### config.mk
export PLATFORM = sky130hd
export DESIGN_NAME = pkt_serializer
export DESIGN_NICKNAME = d
export VERILOG_FILES = /design/src/rtl/alpaca_types_packed_pkg.sv /design/src/rtl/pkt_serializer.sv
export SDC_FILE = /design/constraint.sdc
export NUM_CORES = 1
export LEC_CHECK = 0
export CAP_MARGIN = 15
export CORE_UTILIZATION = 35
export DETAILED_ROUTE_END_ITERATION = 7
export GPL_ROUTABILITY_DRIVEN = 0
export SLEW_MARGIN = 20
export SYNTH_ARGS = -nofsm -noshare
export SYNTH_HDL_FRONTEND = slang
export SYNTH_SLANG_ARGS = --single-unit
### constraint.sdc
create_clock -name clk -period 1.43 [get_ports clk]
set_input_delay 0.2145 -clock clk [delete_from_list [all_inputs] [get_ports clk]]
set_output_delay 0.2145 -clock clk [all_outputs]
set_load 0.005 [all_outputs]
### src/rtl/alpaca_types_packed_pkg.sv
`default_nettype none
// ============================================================================
//  Module      : alpaca_types_packed_pkg
//  Description : Shared sample and beat types for the streaming datapath.
//                cx_t is one complex sample. re sits in the low half and im
//                in the high half.
//                pkt_packed_t holds SAMP_PER_CLK samples, with lane 0 in the
//                least-significant bits.
//  Revision    : 1.0 - initial release
// ============================================================================
package alpaca_types_packed_pkg;

    localparam int WIDTH        = 16;
    localparam int SAMP_PER_CLK = 4;

    typedef struct packed {
        logic signed [WIDTH-1:0] im;
        logic signed [WIDTH-1:0] re;
    } cx_t;

    typedef cx_t [SAMP_PER_CLK-1:0] pkt_packed_t;

endpackage : alpaca_types_packed_pkg
`default_nettype wire

### src/rtl/pkt_serializer.sv
`default_nettype none
// ============================================================================
//  Module      : pkt_serializer
//  Description : Converts a stream of SAMP_PER_CLK-sample beats into a stream
//                of single samples, checks frame length against FFT_LEN, and
//                flags frame-length violations.
//  Ports       : clk            - sole clock, rising edge
//                rst            - asynchronous reset, active low
//                s_axis_tdata   - input beat, lane 0 in the LSBs
//                s_axis_tvalid  - input beat valid
//                s_axis_tready  - input beat accepted this cycle
//                s_axis_tlast   - beat ends a frame
//                m_axis_tdata   - output complex sample
//                m_axis_tvalid  - output sample valid
//                m_axis_tready  - downstream accepts
//                m_axis_tlast   - output sample ends a frame
//                frame_err      - one-cycle pulse on a frame-length violation
//  Revision    : 1.0 - initial release
// ============================================================================
module pkt_serializer
    import alpaca_types_packed_pkg::*;
#(
    parameter type pkt_t        = pkt_packed_t,
    parameter int  SAMP_PER_CLK = 4,
    parameter int  FFT_LEN      = 16
) (
    input  logic clk,
    input  logic rst,
    input  pkt_t s_axis_tdata,
    input  logic s_axis_tvalid,
    output logic s_axis_tready,
    input  logic s_axis_tlast,
    output cx_t  m_axis_tdata,
    output logic m_axis_tvalid,
    input  logic m_axis_tready,
    output logic m_axis_tlast,
    output logic frame_err
);

    localparam int c_IDX_W  = (SAMP_PER_CLK > 1) ? $clog2(SAMP_PER_CLK) : 1;
    localparam int c_CNT_W  = (FFT_LEN > 1) ? $clog2(FFT_LEN) : 1;
    localparam int c_CX_W   = $bits(cx_t);
    localparam int c_BEAT_W = $bits(pkt_t);

    localparam logic [c_IDX_W-1:0] c_LAST_LANE = c_IDX_W'(SAMP_PER_CLK - 1);
    localparam logic [c_CNT_W-1:0] c_LAST_CNT  = c_CNT_W'(FFT_LEN - 1);

    typedef enum logic [0:0] {
        ST_EMPTY = 1'b0,
        ST_DRAIN = 1'b1
    } state_t;

    state_t              r_state;
    pkt_t                r_beat;
    logic                r_beat_last;
    logic [c_IDX_W-1:0]  r_index;
    logic [c_CNT_W-1:0]  r_cnt;
    // Held low through reset and for the first edge after release, so the
    // input side never advertises ready while reset is still settling.
    logic                r_up;

    logic                w_drain;
    logic                w_last_lane;
    logic                w_in_xfer;
    logic                w_out_xfer;
    logic [c_BEAT_W-1:0] w_beat_bits;

    assign w_drain     = (r_state == ST_DRAIN);
    assign w_last_lane = (r_index == c_LAST_LANE);
    assign w_beat_bits = r_beat;

    // While draining, accept the next beat only in the same cycle that the
    // last lane leaves, so consecutive beats stream with no bubble.
    assign s_axis_tready = r_up & (~w_drain | (w_last_lane & m_axis_tready));

    assign m_axis_tvalid = w_drain;
    assign m_axis_tdata  = w_beat_bits[r_index*c_CX_W +: c_CX_W];
    assign m_axis_tlast  = w_drain & w_last_lane & r_beat_last;

    assign w_in_xfer  = s_axis_tvalid & s_axis_tready;
    assign w_out_xfer = m_axis_tvalid & m_axis_tready;

    // The pulse appears with the offending sample. A frame is wrong if tlast
    // arrives early, or if the FFT_LEN-th sample arrives without tlast.
    assign frame_err = w_out_xfer & (m_axis_tlast != (r_cnt == c_LAST_CNT));

    always_ff @(posedge clk or negedge rst) begin
        if (!rst) begin
            r_state     <= ST_EMPTY;
            r_beat      <= '0;
            r_beat_last <= 1'b0;
            r_index     <= '0;
            r_cnt       <= '0;
            r_up        <= 1'b0;
        end else begin
            r_up <= 1'b1;

            if (w_in_xfer) begin
                r_beat      <= s_axis_tdata;
                r_beat_last <= s_axis_tlast;
            end

            if (w_in_xfer) begin
                r_index <= '0;
            end else if (w_out_xfer) begin
                r_index <= w_last_lane ? '0 : r_index + 1'b1;
            end

            // Resynchronise to a frame boundary on either tlast or a full
            // count. This keeps one bad frame from corrupting the next.
            if (w_out_xfer) begin
                r_cnt <= (m_axis_tlast || (r_cnt == c_LAST_CNT)) ? '0 : r_cnt + 1'b1;
            end

            case (r_state)
                ST_EMPTY: begin
                    if (w_in_xfer) r_state <= ST_DRAIN;
                end
                ST_DRAIN: begin
                    if (w_out_xfer && w_last_lane && !w_in_xfer) r_state <= ST_EMPTY;
                end
                default: r_state <= ST_EMPTY;
            endcase
        end
    end

endmodule : pkt_serializer
`default_nettype wire

==> results by group, run 1 <==
Run status
  • Outcome: finished, violations left
  • Violated checks: negative setup slack

Placement
  • Placed instance count: 800
  • I/O Buffers: between 150 and 200
  • Placed wire-length estimate: around 10 mm

Critical path
  • Worst EP arrival: around 1.8 ns
  • RR Startpoint: r_index[0]
  • Crit start category: flop
  • Required @ worst endpoint: ~1.2 ns
  • CP Class: flop to output port
  • Crit. Startpoint: r_index[0]
  • Setup crit end kind: output port
  • Worst Path Max Fanout: 5

Routing
  • DRC: 0
  • DRT Pass-1 Iters: 4
  • WL met3: approximately 730 um
  • Via density: about 4.7
  • Post-Route M1 WL: roughly 7.5 mm
  • Final WL: approximately 16 mm
  • Initial DRC Count: approximately 150
  • Antenna-violating nets left: 0
  • Routed vias: around 4000
  • Top Layer Used: met4
  • Wire per inst: roughly 19 um
  • Metal2 WL: approximately 8 mm

Synthesis
  • Gate Count Post-Synth: approximately 350
  • Syn Nets: between 400 and 500
  • Synth Cell Area: 6310 sq um
  • Largest area contributor in the netlist: dfrtp_1
  • Post-synthesis register bit count: approximately 140
  • Synth unique cells: 23
  • Ys Warns: 0
  • Sequential area share after synthesis: a little over half
  • Area share of the largest cell type after synthesis: between 50% and 60%
  • Top cells by area, synth: dfrtp_1 54%, mux2_4 21%, mux4_2 11%, mux2_2 7.3%, buf_6 1.8%
  • Avg Inst Size Synth: 17.8 sq um

STA
  • RSZ-0062 raised after global routing: true
  • Worst Skew: 0.00601 ns
  • Setup ws final: -0.609 ns
  • Fmax: 490 MHz
  • Final cycle utilization of the critical path: 143%
  • Final Critical Period: slightly above 2 ns
  • Pins Over Slew Limit: 0
  • Final Hold Viols: 0
  • Final number of setup-violating endpoints: around 170

Pwr
  • Leakage: approximately 4.5 nW
  • PwrDens: 2140 nW/um^2
  • VDD IR max: 0.00112 V

Clocking
  • Worst-skew pair later-pin latency: between 0.4 and 0.5 ns
  • CTS root buffer: clkbuf_16
  • CTS buffer count: 17
  • CTS Sinks: ~140
  • Clock buffer depth: 2
  • Clock Pin Slew Worst Setup and Hold Paths: about 0.06 ns
  • CTS tree: done
  • CTS H-tree lvls: 4

Flow run
  • Max cap viols: 0

Layout
  • Antenna cells: 0
  • Post-layout util: 57.6%
  • Finished Layout Cells: around 860
  • Fin nets: between 700 and 800
  • Commonest non-fill, non-tap cell in the layout: dfrtp_1
  • Area grow syn2layout: 59.4%
  • Most frequent cells in the layout: 134 x dfrtp_1, 131 x clkdlybuf4s50_1, 127 x mux2_4
  • Share of cells above drive strength 1: around 55%

GRT
  • GRT Overall Usage: 19.0%
  • Vias in the first global route: between 4000 and 5000
  • Largest net degree at the start of global routing: 36
  • Global route overflow: 0
  • Initial antenna violation count: 0
  • First-pass GRT wire length: 25.7 mm

Floorplanning
  • Starting Density: between 30% and 40%
  • Num ports: roughly 170
  • Die width: approximately 140 um
  • Rows: 48
  • Core box area: about 17000 sq um
  • Die footprint: 18600 sq um
  • Die height: approximately 140 um

Hold path
  • Hold Path Class: input port to asynchronous set/reset pin
[kinds of logic (layout without fill, tap and decap cells)]
group,Yosys count,after routing,share of synthesized area (%)
mux,162,162,39.8
flops,137,137,54.3
buf+inv,23,307,2.73
simple gates,21,21,1.68
compound gates,7,7,0.832
fa+ha+maj,3,3,0.594
other cells,1,1,0.0594
[timing repair]
item	in CTS	in global routing
cloned	9	2
pin swaps	6	6
endpoints found under the setup margin	167	168
hold endpoints to repair	39	0
setup buffers	20	18
hold buffers	1	0
resized for setup	217	53
[final timing paths]
| kind | to | slack [ns] | cells after the start |
|---|---|---|---|
| max in group asynchronous | r_beat[91] | 0.62 | 3 |
| max reg2reg | r_beat[117] | -0.58 | 10 |
| min in group clk | r_beat[118] | 0.40 | 2 |
| max | m_axis_tdata[20] | -0.61 | 5 |
| min reg2reg | r_beat[3] | 0.51 | 1 |
| min | r_beat[33] | 0.25 | 2 |
[cell usage after synthesis]
cell	n
nand2_1	7
ha_1	3
buf_6	10
clkbuf_1	3
and3_1	1
nor2_1	2
a21boi_4	1
mux4_2	32
nor2_4	1
mux2i_1	1
mux2_4	88
buf_2	9
nor2b_1	2
nand3_1	6
dfrtp_1	137
mux2_2	41
o21ai_0	4
inv_1	1
nand4_1	1
a21oi_1	1
o311ai_0	1
nand2b_1	1
conb_1	1
[per-stage QoR]
stage	total power, mW	worst slack [ns]	cell area [sq um]	hold WS, ns	TNS (ns)
floorplan	11.9	-0.0836	6340	-0.0811	-8.18
detailed placement	16.2	-0.427	8820	0.134	-61.84
CTS	21.7	-0.650	10000	0.241	-89.32
global route	22.9	-0.677	10100	0.281	-95.73
finish	21.6	-0.609	10100	0.251	-85.74
global placement	16.0	-0.431	8820	0.132	-61.57
[layer usage]
layer	vias to the layer above	global-route usage, %
met5	-	0
met4	0	7.47
met3	15	4.51
met2	113	29.6
met1	2078	25.4
li1	1855	-
[sequential cells by signal, summed over array words and instances, names as in the netlist]
| register | count |
|---|---|
| m_axis_tvalid | 1 |
| r_beat | 128 |
| r_beat_last | 1 |
| r_index | 2 |
| r_cnt | 4 |
| r_up | 1 |
[where the power goes]
group / total (mW) / internal [mW] / switching [mW]
combinational: 9.93 / 6.91 / 3.02
clock: 4.68 / 3.00 / 1.68
sequential: 6.95 / 5.83 / 1.12
total: 21.6 / 15.7 / 5.82
[area by class of cell]
cell class,instances,area [sq um]
repair buffers,274,2770
well taps,225,282
fillers,1340,7410
clock inverters,12,173
multi-input cells,194,2950
clock buffers,20,457
inverters,1,3.75
flip-flops and latches,137,3430
[worst max-delay path, stage by stage, from the launching register on]
cell and delay [ns]:
dfrtp_2 0.38, buf_12 0.12, buf_6 0.13, buf_12 0.13, mux4_2 0.50, buf_2 0.15
No activity file was read; power rests on OpenSTA's default activity.
==> inputs of run 2 (changes only) <==
--- a/config.mk
+++ b/config.mk
@@ -5,10 +5,12 @@
 export SDC_FILE = /design/constraint.sdc
 export NUM_CORES = 1
 export LEC_CHECK = 0
+export ABC_CLOCK_PERIOD_IN_PS = 1430
 export CAP_MARGIN = 15
-export CORE_UTILIZATION = 35
+export CORE_UTILIZATION = 44
 export DETAILED_ROUTE_END_ITERATION = 7
 export GPL_ROUTABILITY_DRIVEN = 0
+export PLACE_DENSITY = 0.76
 export SLEW_MARGIN = 20
 export SYNTH_ARGS = -nofsm -noshare
 export SYNTH_HDL_FRONTEND = slang
==> results by group, run 2 (same netlist as run 1, synthesis figures left out) <==
STA
  • Final cycle utilization of the critical path: 144%
  • Final Critical Period: 2.06 ns
  • Worst Skew: between 0.008 and 0.009 ns
  • Setup ws final: -0.633 ns
  • RSZ-0062 raised after global routing: true
  • Pins Over Slew Limit: 0
  • Final Hold Viols: 0
  • Smallest hold slack: around 0.21 ns
  • Fmax: between 400 and 500 MHz
  • Setup TNS: -93.77 ns
  • Final number of setup-violating endpoints: 169

Floorplanning
  • Die width: between 100 and 150 um
  • Die footprint: between 10000 and 15000 sq um
  • Rows: 43
  • Core box area: about 14000 sq um
  • Die height: approximately 120 um
  • Starting Density: a little under half
  • Num ports: around 170

Routing
  • DRT Pass-1 Iters: 4
  • DRC: 0
  • Initial DRC Count: about 190
  • Routed vias: roughly 4200
  • Antenna-violating nets left: 0
  • Via density: 5.20
  • Wire per inst: around 21 um
  • Final WL: around 17 mm

GRT
  • Vias in the first global route: about 4800
  • GRT Overall Usage: between 20% and 30%
  • Initial antenna violation count: 0
  • Largest net degree at the start of global routing: 47
  • First-pass GRT wire length: 26.2 mm
  • Global route overflow: 0

Clocking
  • Clock Pin Slew Worst Setup and Hold Paths: 0.06 ns
  • CTS tree: done
  • CTS Sinks: around 140
  • CTS root buffer: clkbuf_16
  • CTS buffer count: 17
  • CTS H-tree lvls: 4
  • Worst-skew pair later-pin latency: 0.42 ns
  • Clock buffer depth: 2

Critical path
  • Crit-path cells: buf_6 -> ha_4 -> buf_6 -> a21boi_4 -> buf_6 -> nor2_4 -> buf_12 -> buf_16 -> clkbuf_16 -> mux2_4
  • Max incr delay on CP: between 0.4 and 0.5 ns
  • Setup crit end kind: flop
  • Crit start category: flop
  • Required @ worst endpoint: roughly 1.7 ns
  • Worst EP arrival: 2.37 ns
  • Worst Path Max Fanout: 5
  • Slowest CP cell: dfrtp_2
  • Cell with the most instances on the worst path: buf_6
  • CP Class: flop to flop

Hold path
  • Hold Path Class: input port to asynchronous set/reset pin

Layout
  • Fin nets: between 700 and 800
  • Post-layout util: 73.1%
  • Largest regs: r_beat: 128 flops, r_cnt: 4 flops, r_index: 2 flops
  • Max reg flops: between 100 and 150
  • Finished Layout Cells: 814
  • Antenna cells: 0
  • Most frequent cells in the layout: 135 x dfrtp_1, 131 x clkdlybuf4s50_1, 120 x mux2_4
  • Top reg by flops: r_beat
  • Final instance area: roughly 10000 sq um
  • Commonest non-fill, non-tap cell in the layout: dfrtp_1
  • Share of cells above drive strength 1: 54.9%
  • Area grow syn2layout: 61.3%

Run status
  • Outcome: finished, violations left
  • Violated checks: negative setup slack

Placement
  • Placed wire-length estimate: ~10 mm
  • Dpl cell area: 8650 sq um
  • Post-place setup slack: -0.452 ns
  • I/O Buffers: ~170
  • Placed instance count: 741

Pwr
  • Design Power: 22.0 mW
  • PwrDens: around 2200 nW/um^2
  • Leakage: 4.53 nW
  • VDD IR max: between 0.001 and 0.0015 V

Flow run
  • Max cap viols: 0
-- run 2: changes by cell type in the layout (fill, tap and decap cells not counted), moves of 2 or more --
cell | previous run | this run
buf_4 | 54 | 42
mux2_4 | 127 | 120
mux2_2 | 2 | 9
buf_16 | 3 | 16
buf_6 | 27 | 23
inv_6 | 0 | 2
buf_12 | 16 | 14
bufinv_16 | 4 | 2
-- run 2: final cells by class --
type / instances / area, sq um
multi-input cells: 194 / 2940
repair buffers: 270 / 2990
inverters: 1 / 3.75
flip-flops and latches: 137 / 3430
clock buffers: 21 / 470
clock inverters: 11 / 119
well taps: 180 / 225
fillers: 864 / 3750
-- run 2: what timing repair did --
action / 4_1_cts / 5_1_grt
setup endpoints to repair: 169 / 171
endpoints found under the hold margin: 137 / 0
buffers inserted: 28 / 3
pin swaps: 7 / 6
cloned: 17 / 3
hold buffers: 1 / 0
resized for setup: 214 / 55
-- run 2: metal layers --
metal  wire (um)  track usage, %
met5           0               0
met2        8830            41.6
met1        7240            30.0
met3        1050            6.13
met4         295            8.26
-- run 2: worst paths after layout --
| kind | slack [ns] | cells past startpoint | end | start |
|---|---|---|---|---|
| setup / recovery | -0.63 | 10 | r_beat[91] | r_index[0] |
| hold / removal | 0.21 | 2 | r_beat[1] | rst |
| setup reg to reg | -0.63 | 10 | r_beat[91] | r_index[0] |
| hold reg to reg | 0.51 | 1 | r_beat[1] | r_beat[1] |
| max in group asynchronous | 0.69 | 3 | r_beat[19] | rst |
| min in group clk | 0.40 | 2 | r_beat[117] | s_axis_tdata[117] |
-- run 2: power breakdown --
| part | switching, mW | total (mW) | internal, mW |
|---|---|---|---|
| registers | 1.19 | 7.02 | 5.83 |
| clock network | 1.67 | 4.37 | 2.70 |
| logic | 3.36 | 10.6 | 7.24 |
-- run 2: critical path: cells and delay by family (launching register included) --
kind                       cells  cell delay (ns)
buffers and inverters          6             0.83
DFF                            1             0.42
muxes                          1             0.30
AOI/OAI and AO/OA              1             0.17
adders and majority gates      1             0.16
and+or+nand+nor                1             0.05
